[config.mk]
export PLATFORM = sky130hd
export DESIGN_NAME = div_iter_unit
export DESIGN_NICKNAME = d
export VERILOG_FILES = /design/src/rtl/div_pkg.sv /design/src/rtl/cla.sv /design/src/rtl/div_iter_unit.sv
export SDC_FILE = /design/constraint.sdc
export NUM_CORES = 1
export LEC_CHECK = 0
export BUFFER_PORTS_ARGS = -buffer_cell sky130_fd_sc_hd__buf_2
export CORE_MARGIN = 8
export CORE_UTILIZATION = 50
export DETAILED_ROUTE_END_ITERATION = 6
export PLACE_DENSITY = 0.84
export SLEW_MARGIN = 25
export SYNTH_ARGS = -nofsm -noshare
export SYNTH_HDL_FRONTEND = slang
export SYNTH_SLANG_ARGS = --single-unit
[constraint.sdc]
create_clock -name clk -period 5.9 [get_ports clk]
set_clock_uncertainty 0.2 [all_clocks]
set_input_delay 1.18 -clock clk [delete_from_list [all_inputs] [get_ports clk]]
set_output_delay 1.18 -clock clk [all_outputs]
set_load 0.05 [all_outputs]
[src/rtl/div_pkg.sv]
// Shared definitions for the iterative restoring divider: datapath width,
// FSM state encoding and the quotient produced for a zero divisor.
package div_pkg;

  localparam int WIDTH = 32;
  localparam int CNT_W = $clog2(WIDTH) + 1;

  localparam logic [WIDTH-1:0] DIV0_QUOTIENT = 32'hFFFF_FFFF;

  typedef enum logic [1:0] {
    IDLE = 2'd0,
    BUSY = 2'd1,
    DONE = 2'd2
  } state_t;

endpackage

[src/rtl/cla.sv]
// Block carry-lookahead adder: 4-bit groups with group generate/propagate,
// group carries chained across the word. WIDTH must be a multiple of 4.
module cla #(
  parameter int WIDTH = 32
) (
  input  logic [WIDTH-1:0] a,
  input  logic [WIDTH-1:0] b,
  input  logic             cin,
  output logic [WIDTH-1:0] sum
);

  localparam int NG = WIDTH / 4;

  logic [WIDTH-1:0] g;
  logic [WIDTH-1:0] p;
  logic [NG-1:0]    grp_g;
  logic [NG-1:0]    grp_p;
  logic [NG-1:0]    grp_c;

  assign g = a & b;
  assign p = a ^ b;

  always_comb begin
    for (int k = 0; k < NG; k++) begin
      grp_p[k] = &p[4*k +: 4];
      grp_g[k] = g[4*k+3]
               | (p[4*k+3] & g[4*k+2])
               | (p[4*k+3] & p[4*k+2] & g[4*k+1])
               | (p[4*k+3] & p[4*k+2] & p[4*k+1] & g[4*k]);
    end
  end

  always_comb begin
    grp_c[0] = cin;
    for (int k = 1; k < NG; k++) begin
      grp_c[k] = grp_g[k-1] | (grp_p[k-1] & grp_c[k-1]);
    end
  end

  always_comb begin
    logic c;
    // NOTE: every variable gets a value on every path through this block;
    // a path that skips an assignment would make synthesis infer a latch.
    sum = '0;
    c   = 1'b0;
    for (int k = 0; k < NG; k++) begin
      c = grp_c[k];
      for (int j = 0; j < 4; j++) begin
        sum[4*k+j] = p[4*k+j] ^ c;
        c          = g[4*k+j] | (p[4*k+j] & c);
      end
    end
  end

endmodule

[src/rtl/div_iter_unit.sv]
// Iterative unsigned 32/32 restoring divider resolving BITS_PER_CYCLE quotient
// bits per clock, with valid/ready handshakes on both sides and a flush.
module div_iter_unit
  import div_pkg::*;
#(
  parameter int BITS_PER_CYCLE = 1
) (
  input  logic             clk,
  input  logic             rst_n,
  input  logic             i_flush,
  input  logic             i_valid,
  output logic             o_ready,
  input  logic [WIDTH-1:0] i_dividend,
  input  logic [WIDTH-1:0] i_divisor,
  output logic             o_valid,
  input  logic             i_ready,
  output logic [WIDTH-1:0] o_quotient,
  output logic [WIDTH-1:0] o_remainder
);

  localparam logic [CNT_W-1:0] CNT_INIT = CNT_W'(WIDTH / BITS_PER_CYCLE);

  state_t           state;
  state_t           state_nxt;
  logic [WIDTH-1:0] dividend_q;
  logic [WIDTH-1:0] divisor_q;
  logic [WIDTH-1:0] rem_q;
  logic [WIDTH-1:0] quo_q;
  logic [CNT_W-1:0] cnt_q;
  logic             accept;

  // Per-step chain: element k is the value entering step k of this cycle.
  logic [WIDTH-1:0] rem_c [BITS_PER_CYCLE+1];
  logic [WIDTH-1:0] dvd_c [BITS_PER_CYCLE+1];
  logic [WIDTH-1:0] quo_c [BITS_PER_CYCLE+1];

  assign rem_c[0] = rem_q;
  assign dvd_c[0] = dividend_q;
  assign quo_c[0] = quo_q;

  // A zero divisor needs no special case: every step sees ge=1 and a
  // difference equal to the shifted remainder, giving all-ones / dividend.
  for (genvar k = 0; k < BITS_PER_CYCLE; k++) begin : g_step
    logic [WIDTH:0]   shifted;
    logic             ge;
    logic [WIDTH-1:0] diff;

    assign shifted = {rem_c[k], dvd_c[k][WIDTH-1]};
    assign ge      = shifted[WIDTH] | (shifted[WIDTH-1:0] >= divisor_q);

    cla #(.WIDTH(WIDTH)) u_cla (
      .a   (shifted[WIDTH-1:0]),
      .b   (~divisor_q),
      .cin (1'b1),
      .sum (diff)
    );

    assign rem_c[k+1] = ge ? diff : shifted[WIDTH-1:0];
    assign dvd_c[k+1] = {dvd_c[k][WIDTH-2:0], 1'b0};
    assign quo_c[k+1] = {quo_c[k][WIDTH-2:0], ge};
  end

  assign accept = (state == IDLE) && i_valid && !i_flush;

  // NOTE: sequential state uses non-blocking assignments so every register
  // samples pre-edge values regardless of the order blocks are evaluated.
  always_ff @(posedge clk or negedge rst_n) begin
    if (!rst_n) state <= IDLE;
    else        state <= state_nxt;
  end

  always_comb begin
    state_nxt = state;
    if (i_flush) begin
      state_nxt = IDLE;
    end else begin
      unique case (state)
        IDLE:    if (i_valid)         state_nxt = BUSY;
        BUSY:    if (cnt_q == 'd1)    state_nxt = DONE;
        DONE:    if (i_ready)         state_nxt = IDLE;
        default:                      state_nxt = IDLE;
      endcase
    end
  end

  always_comb begin
    o_ready = (state == IDLE);
    o_valid = (state == DONE);
  end

  // NOTE: the datapath registers are reset as well so the result outputs
  // read as zero rather than X before the first division completes.
  always_ff @(posedge clk or negedge rst_n) begin
    if (!rst_n) begin
      dividend_q <= '0;
      divisor_q  <= '0;
      rem_q      <= '0;
      quo_q      <= '0;
      cnt_q      <= '0;
    end else if (accept) begin
      dividend_q <= i_dividend;
      divisor_q  <= i_divisor;
      rem_q      <= '0;
      quo_q      <= '0;
      cnt_q      <= CNT_INIT;
    end else if (state == BUSY && !i_flush) begin
      dividend_q <= dvd_c[BITS_PER_CYCLE];
      rem_q      <= rem_c[BITS_PER_CYCLE];
      quo_q      <= quo_c[BITS_PER_CYCLE];
      cnt_q      <= cnt_q - 1'b1;
    end
  end

  assign o_quotient  = quo_q;
  assign o_remainder = rem_q;

endmodule

# Word-level counts from Yosys, hierarchy flattened
# Cells that the tools add are included.
[word_totals]
reg_bits = 136
inputBits = 69
out_inout_bits = 66
[classes]
addsub = 1
order_cmp = 1
n_eq_ne = 6
muxes = 14
n_bitwise = 152
reduce_logical = 14
[op_table]
columns = ["cell", "count"]
rows = [
  ["two-way mux 32 bit", 7],
  ["bitwise AND 1 bit", 64],
  ["OR 1 bit", 53],
  ["greater-or-equal comparator 32 bit", 1],
  ["NOT 32 bit", 1],
  ["XOR 32 bit", 1],
  ["bitwise AND 31 bit", 1],
  ["XOR 1 bit", 31],
  ["AND reduction 4 bit", 7],
  ["two-way mux 6 bit", 2],
  ["two-way mux 2 bit", 4],
  ["equality test 6 x 1 -> 1 bit, second input constant", 1],
  ["inequality test 3 bit, second input constant", 2],
  ["one-hot mux 2 bit (3 select lines)", 1],
  ["subtractor 6 x 1 -> 6 bit, second input constant", 1],
  ["logical AND 1 bit", 3],
  ["inequality test 3 x 2 -> 1 bit, second input constant", 1],
  ["AND reduction 3 bit", 1],
  ["equality test 2 x 1 -> 1 bit, second input constant", 1],
  ["equality test 2 bit, second input constant", 1],
  ["logical NOT 2 bit", 1],
  ["nonzero test 2 bit", 1],
  ["logical NOT 1 bit", 1],
  ["NOT 1 bit", 1],
]

# Logic depth before layout (Yosys ltp)
[depth]
depth_word = 29
ltp_mapped = 15

# Cells and area by module
# Synthesis repeated with hierarchy kept, for this count alone.
[hier_totals]
cells_unflattened = 755
hier_area_um2 = 7613.6
[by_module_without_submodules]
columns = ["mod", "instances", "cells_per_inst", "area_each_um2", "seq_area_each_um2"]
rows = [
  ["div_iter_unit", 1, 648, 6407.4, 3403.3],
  ["cla", 1, 107, 1206.2, 0.0],
]

# Worst setup path before layout
# No wires, ideal clock.
[synth_path]
path_type = "register -> register"
from = "register rem_q[2] (netlist: o_remainder[2])"
to = "register rem_q[31] (netlist: o_remainder[31])"
arrival_time_ns = 3.372
required_time_ns = 5.574
setup_slack_ns = 2.202
stages_incl_launch_ff = 14
period_less_slack_ns = 3.698
cell_sequence = "dfrtp_1 -> ha_1 -> o21a_1 -> o2bb2ai_1 -> o21bai_1 -> nand2_1 -> a21oi_1 -> a31oi_1 -> fa_1 -> fa_1 -> fa_1 -> xor2_1 -> nor2_1 -> a221o_1"
[synth_via]
elab_chain_cells = 28
[synth_rtl]
columns = ["element", "line_no", "rtl"]
rows = [
  ["start, declared", "div_iter_unit.sv:27", "logic [WIDTH-1:0] rem_q;"],
  ["start signal, assigned", "div_iter_unit.sv:108", "rem_q <= rem_c[BITS_PER_CYCLE];"],
  ["XOR 32 bit", "cla.sv:21", "assign p = a ^ b;"],
  ["bitwise AND 1 bit, on equally long branches", "cla.sv:27, cla.sv:28, cla.sv:29", ""],
  ["OR 1 bit (tied with other cells)", "cla.sv:27", "| (p[4*k+3] & g[4*k+2])"],
  ["OR 1 bit / bitwise AND 1 bit (equally long branches)", "cla.sv:28, cla.sv:29", ""],
  ["OR 1 bit", "cla.sv:29", "| (p[4*k+3] & p[4*k+2] & p[4*k+1] & g[4*k]);"],
  ["OR 1 bit", "cla.sv:36", "grp_c[k] = grp_g[k-1] | (grp_p[k-1] & grp_c[k-1]);"],
  ["bitwise AND 1 bit", "cla.sv:36", ""],
  ["OR 1 bit", "cla.sv:36", ""],
  ["[... 12 more ...]", "--", ""],
  ["bitwise AND 1 bit", "cla.sv:50", "c = g[4*k+j] | (p[4*k+j] & c);"],
  ["OR 1 bit", "cla.sv:50", ""],
  ["bitwise AND 1 bit", "cla.sv:50", ""],
  ["OR 1 bit", "cla.sv:50", ""],
  ["XOR 1 bit", "cla.sv:49", "sum[4*k+j] = p[4*k+j] ^ c;"],
  ["two-way mux 32 bit (*)", "div_iter_unit.sv:58", "assign rem_c[k+1] = ge ? diff : shifted[WIDTH-1:0];"],
  ["two-way mux 32 bit (*)", "div_iter_unit.sv:106", "end else if (state == BUSY && !i_flush) begin"],
  ["two-way mux 32 bit (*)", "div_iter_unit.sv:100", "end else if (accept) begin"],
]
# Every way passes the cells marked *; elsewhere a longest branch is shown, timed or not. The select of a mux whose other input is x is not followed.
# A chain may end at the register's enable or synchronous reset.

# Worst setup path in the final report
[layout_path]
from = "register divisor_q[13]"
to = "register rem_q[27] (netlist: o_remainder[27])"
[layout_via]
elab_chain_cells = 20
[layout_rtl]
columns = ["element", "line_no", "rtl"]
rows = [
  ["start, declared", "div_iter_unit.sv:26", "logic [WIDTH-1:0] divisor_q;"],
  ["start signal, assigned", "div_iter_unit.sv:102", "divisor_q <= i_divisor;"],
  ["NOT 32 bit", "div_iter_unit.sv:53", ".b (~divisor_q),"],
  ["bitwise AND 31 bit / XOR 32 bit (equally long branches)", "cla.sv:20, cla.sv:21", ""],
  ["bitwise AND 1 bit, on equally long branches", "cla.sv:28, cla.sv:29", ""],
  ["OR 1 bit / bitwise AND 1 bit (equally long branches)", "cla.sv:28, cla.sv:29", ""],
  ["OR 1 bit", "cla.sv:29", ""],
  ["OR 1 bit", "cla.sv:36", ""],
  ["bitwise AND 1 bit", "cla.sv:36", ""],
  ["OR 1 bit", "cla.sv:36", ""],
  ["[... 4 more ...]", "--", ""],
  ["bitwise AND 1 bit", "cla.sv:50", ""],
  ["OR 1 bit", "cla.sv:50", ""],
  ["bitwise AND 1 bit", "cla.sv:50", ""],
  ["OR 1 bit", "cla.sv:50", ""],
  ["XOR 1 bit", "cla.sv:49", ""],
  ["two-way mux 32 bit (*)", "div_iter_unit.sv:58", ""],
  ["two-way mux 32 bit (*)", "div_iter_unit.sv:106", ""],
  ["two-way mux 32 bit (*)", "div_iter_unit.sv:100", ""],
]
# Marks and branches as above.

==> impl_metrics.csv <==
group,metric,value,unit
status,outcome,"finished clean",
synthesis,synth_cells,755,
clocking,clk_pin_slew,60,ps
timing,finalMaxSlewViolations,0,
power,power_frac_clock,37.3,%
setup_path,start_kind,"flip-flop",
setup_path,crit_slowest_cell,"nor3_1",
power,seqPwrFrac,41.8,%
route,drt_iter0_drc,413,
setup_path,required,6010,ps
grt,overflow,0,
place,gp_congestion,0.815,
setup_path,slowest_delay,480,ps
grt,grt_use_total,20.5,%
layout,fillCellCount,1196,
setup_path,critical_path.cell_chain,"inv_1 -> ha_1 -> a211oi_1 -> o21ai_1 -> nor3_1 -> a21oi_1 -> a21boi_0 -> fa_1 -> fa_1 -> inv_1 -> fa_1 -> xnor2_1 -> nor2_1 -> a221o_1",
clocking,clkLatencyLatePin,430,ps
setup_path,cp.arrival,4100,ps
route,vias,6093,
synthesis,syn_area,0.00735,mm2
layout,utilization,60.6,%
worst_hold_path,min_path_cells,2,
route,vias_per_cell,5.71,
layout,layout-drive-gt1-share,20.3,%
floorplan,chipHeight,137,um
timing,finalWorstSetupSlack,1910,ps
clocking,clock_path_buffers,2,
timing,final_hold_viol_count,0,
floorplan,fp.dieW,137,um
route,ant_nets,0,
timing,rsz0062_at_grt,"no",
synthesis,avgSynthCellArea,9.73,um2
synthesis,synth_seq_cells,136,
clocking,cts_sinks,136,
route,drc,0,
timing,relSlewSlack,38.0,%
setup_path,path_common_cell,"fa_1",
setup_path,reg2reg_to,"o_remainder[27]",
grt,grt_pass1_vias,6121,
clocking,holdBufCountCts,0,
synthesis,yosysWarnings,0,
layout,fin_cells,1067,
clocking,htree_levels,4,
layout,synthToLayoutAreaGrowth,19.0,%
clocking,root_buffer,"clkbuf_16",
grt,antenna_found_initial,4,
timing,min_period_over_period,67.6,%
setup_path,reg2reg_depth,14,
clocking,cts_setup_buffers,0,
synthesis,ys_types,46,
place,place_inst,1035,
timing,fin_crit,3990,ps
route,wl,18500,um
timing,fmax,0.251,GHz
worst_hold_path,hold_start,"dividend_q[27]",
layout,nets,997,
clocking,cts_buffers,17,
place,hpwl,12600,um
synthesis,synth_edf_count,0,
power,p_sw_share,31.5,%
floorplan,rows,44,
synthesis,synth_ff_type,"dfrtp_1",
timing,worstMarginPinSlew,930,ps
power,power.leakage,4.38,nW
power,ir_drop,0.239,mV
setup_path,cp_max_fo,3,
synthesis,synth_fp_nets,882,
synthesis,ys_seq_area_share,46.3,%
route,first_pass_iters,5,
setup_path,reg2reg_slack,1910,ps
power,internal_power,1.94,mW
clocking,cts_resized,0,
worst_hold_path,hold_class,"reg -> reg",
synthesis,async_flop_share,100,%
setup_path,rr_startpoint,"divisor_q[13]",
floorplan,dieArea,0.0188,mm2
power,power-per-cell-area,324,mW/mm2
setup_path,end_kind,"flip-flop",
power,switchingPower,0.893,mW
floorplan,core,0.0144,mm2
clocking,cts_tree,"done",
timing,setup-violations-final,0,
power,finalPower,2.84,mW
grt,grt_pass1_wl,30400,um
setup_path,critPathKind,"reg -> reg",
route,drt-wirelength-per-cell,17.4,um
worst_hold_path,min_to,"dividend_q[27]",
grt,grt_start_max_net_pins,98,
floorplan,ios,135,
timing,tns,0,ps
place,portBuffers,134,
job,drv_cap,0,
floorplan,start_util,50.9,%
power,combinationalPowerShare,21.0,%
place,dp_slack,1920,ps
[synth_stat cells, types with 3 or more instances]
cell | count | area (um2)
buf_2 | 6 | 30.0
inv_1 | 62 | 233
xnor2_1 | 8 | 70.1
nor3_1 | 16 | 80.1
nor4_1 | 19 | 119
a32o_1 | 3 | 30.0
nor2_1 | 39 | 146
o21ai_0 | 20 | 100
or3_1 | 5 | 31.3
ha_1 | 35 | 438
nand2_1 | 145 | 544
fa_1 | 23 | 460
mux2i_1 | 21 | 210
and2_1 | 4 | 25.0
a22o_1 | 29 | 254
xor2_1 | 5 | 43.8
nand4_1 | 4 | 25.0
a221o_1 | 9 | 90.1
a22oi_1 | 51 | 383
o21ai_1 | 25 | 125
o21a_1 | 3 | 22.5
a21oi_1 | 18 | 90.1
dfrtp_1 | 136 | 3400
clkbuf_1 | 39 | 146
[metrics by stage]
step	hold WS [ps]	cell area (um2)
floorplan	246	7350
global placement	258	8160
detailed placement	263	8160
CTS	279	8740
global route	302	8740
finish	274	8750
[critical path: cells and delay by family (launching register included)]
kind	cells	cell delay, ps
flops	1	370
xor+xnor	1	190
compound gates	5	1350
simple gates	2	540
fa+ha+maj	4	1100
buf+inv	2	120
[registers in the layout, indices dropped and copies added, names as in the netlist]
signal and flops:
dividend_q 32, divisor_q 32, o_quotient 32, o_remainder 32, cnt_q 6, state 2
[cells by family after synthesis]
group                    share of synthesized area, %
adder cells (fa/ha/maj)                          12.2
flip-flops                                       46.3
AO/OA/AOI/OAI                                    16.7
buffers and inverters                            5.87
AND/OR/NAND/NOR                                  14.5
multiplexers                                     2.86
XOR/XNOR                                         1.55
[per-layer routing]
metal  track usage (%)  up-vias  share of wire [%]
met1              25.9     2983                 43
met2              31.7      235                 46
met5                 0        -               0.21
met3              8.10       34                9.0
met4              6.22        8                1.9
li1                  -     2833                  -
[layout make-up]
cell class	instances	area, um2	share of cell area, %
tap	184	230	2.63
multi-input combinational	510	3550	40.6
clock inverter	12	144	1.64
sequential	136	3400	38.9
inverter	62	233	2.66
antenna	1	2.50	0.0286
clock buffer	19	443	5.06
timing repair buffer	143	744	8.51
[worst max path at each step]
stage / startpoint / end / slack [ps]
5_1_grt: divisor_q[13] / o_remainder[27] / 1600
6_report: divisor_q[13] / o_remainder[27] / 1910
3_5_place_dp: o_remainder[12] / o_remainder[27] / 1920
4_1_cts: o_remainder[12] / o_remainder[27] / 1900
2_1_floorplan: o_remainder[2] / o_remainder[31] / 2200
3_3_place_gp: o_remainder[12] / o_remainder[27] / 2140
[cell usage in the layout (no fill, tap or decap), types with 19 or more instances in the layout]
| cell | Yosys | routed |
|---|---|---|
| ha_1 | 35 | 35 |
| nor2_1 | 39 | 38 |
| fa_1 | 23 | 23 |
| dfrtp_1 | 136 | 136 |
| o21ai_1 | 25 | 25 |
| buf_2 | 6 | 133 |
| inv_1 | 62 | 62 |
| a22oi_1 | 51 | 51 |
| a22o_1 | 29 | 29 |
| nor4_1 | 19 | 19 |
| o21ai_0 | 20 | 20 |
| nand2_1 | 145 | 145 |
| mux2i_1 | 21 | 21 |
[power groups by stage]
| stage | clock network, mW | registers, mW | logic [mW] |
|---|---|---|---|
| detailed placement | 0 | 1.20 | 0.595 |
| CTS | 1.07 | 1.18 | 0.600 |
| finish | 1.06 | 1.18 | 0.595 |
| global placement | 0 | 1.19 | 0.565 |
| floorplan | 0 | 1.19 | 0.410 |
| global route | 1.12 | 1.20 | 0.678 |
Note: power is estimated with default switching activity, not from simulation.
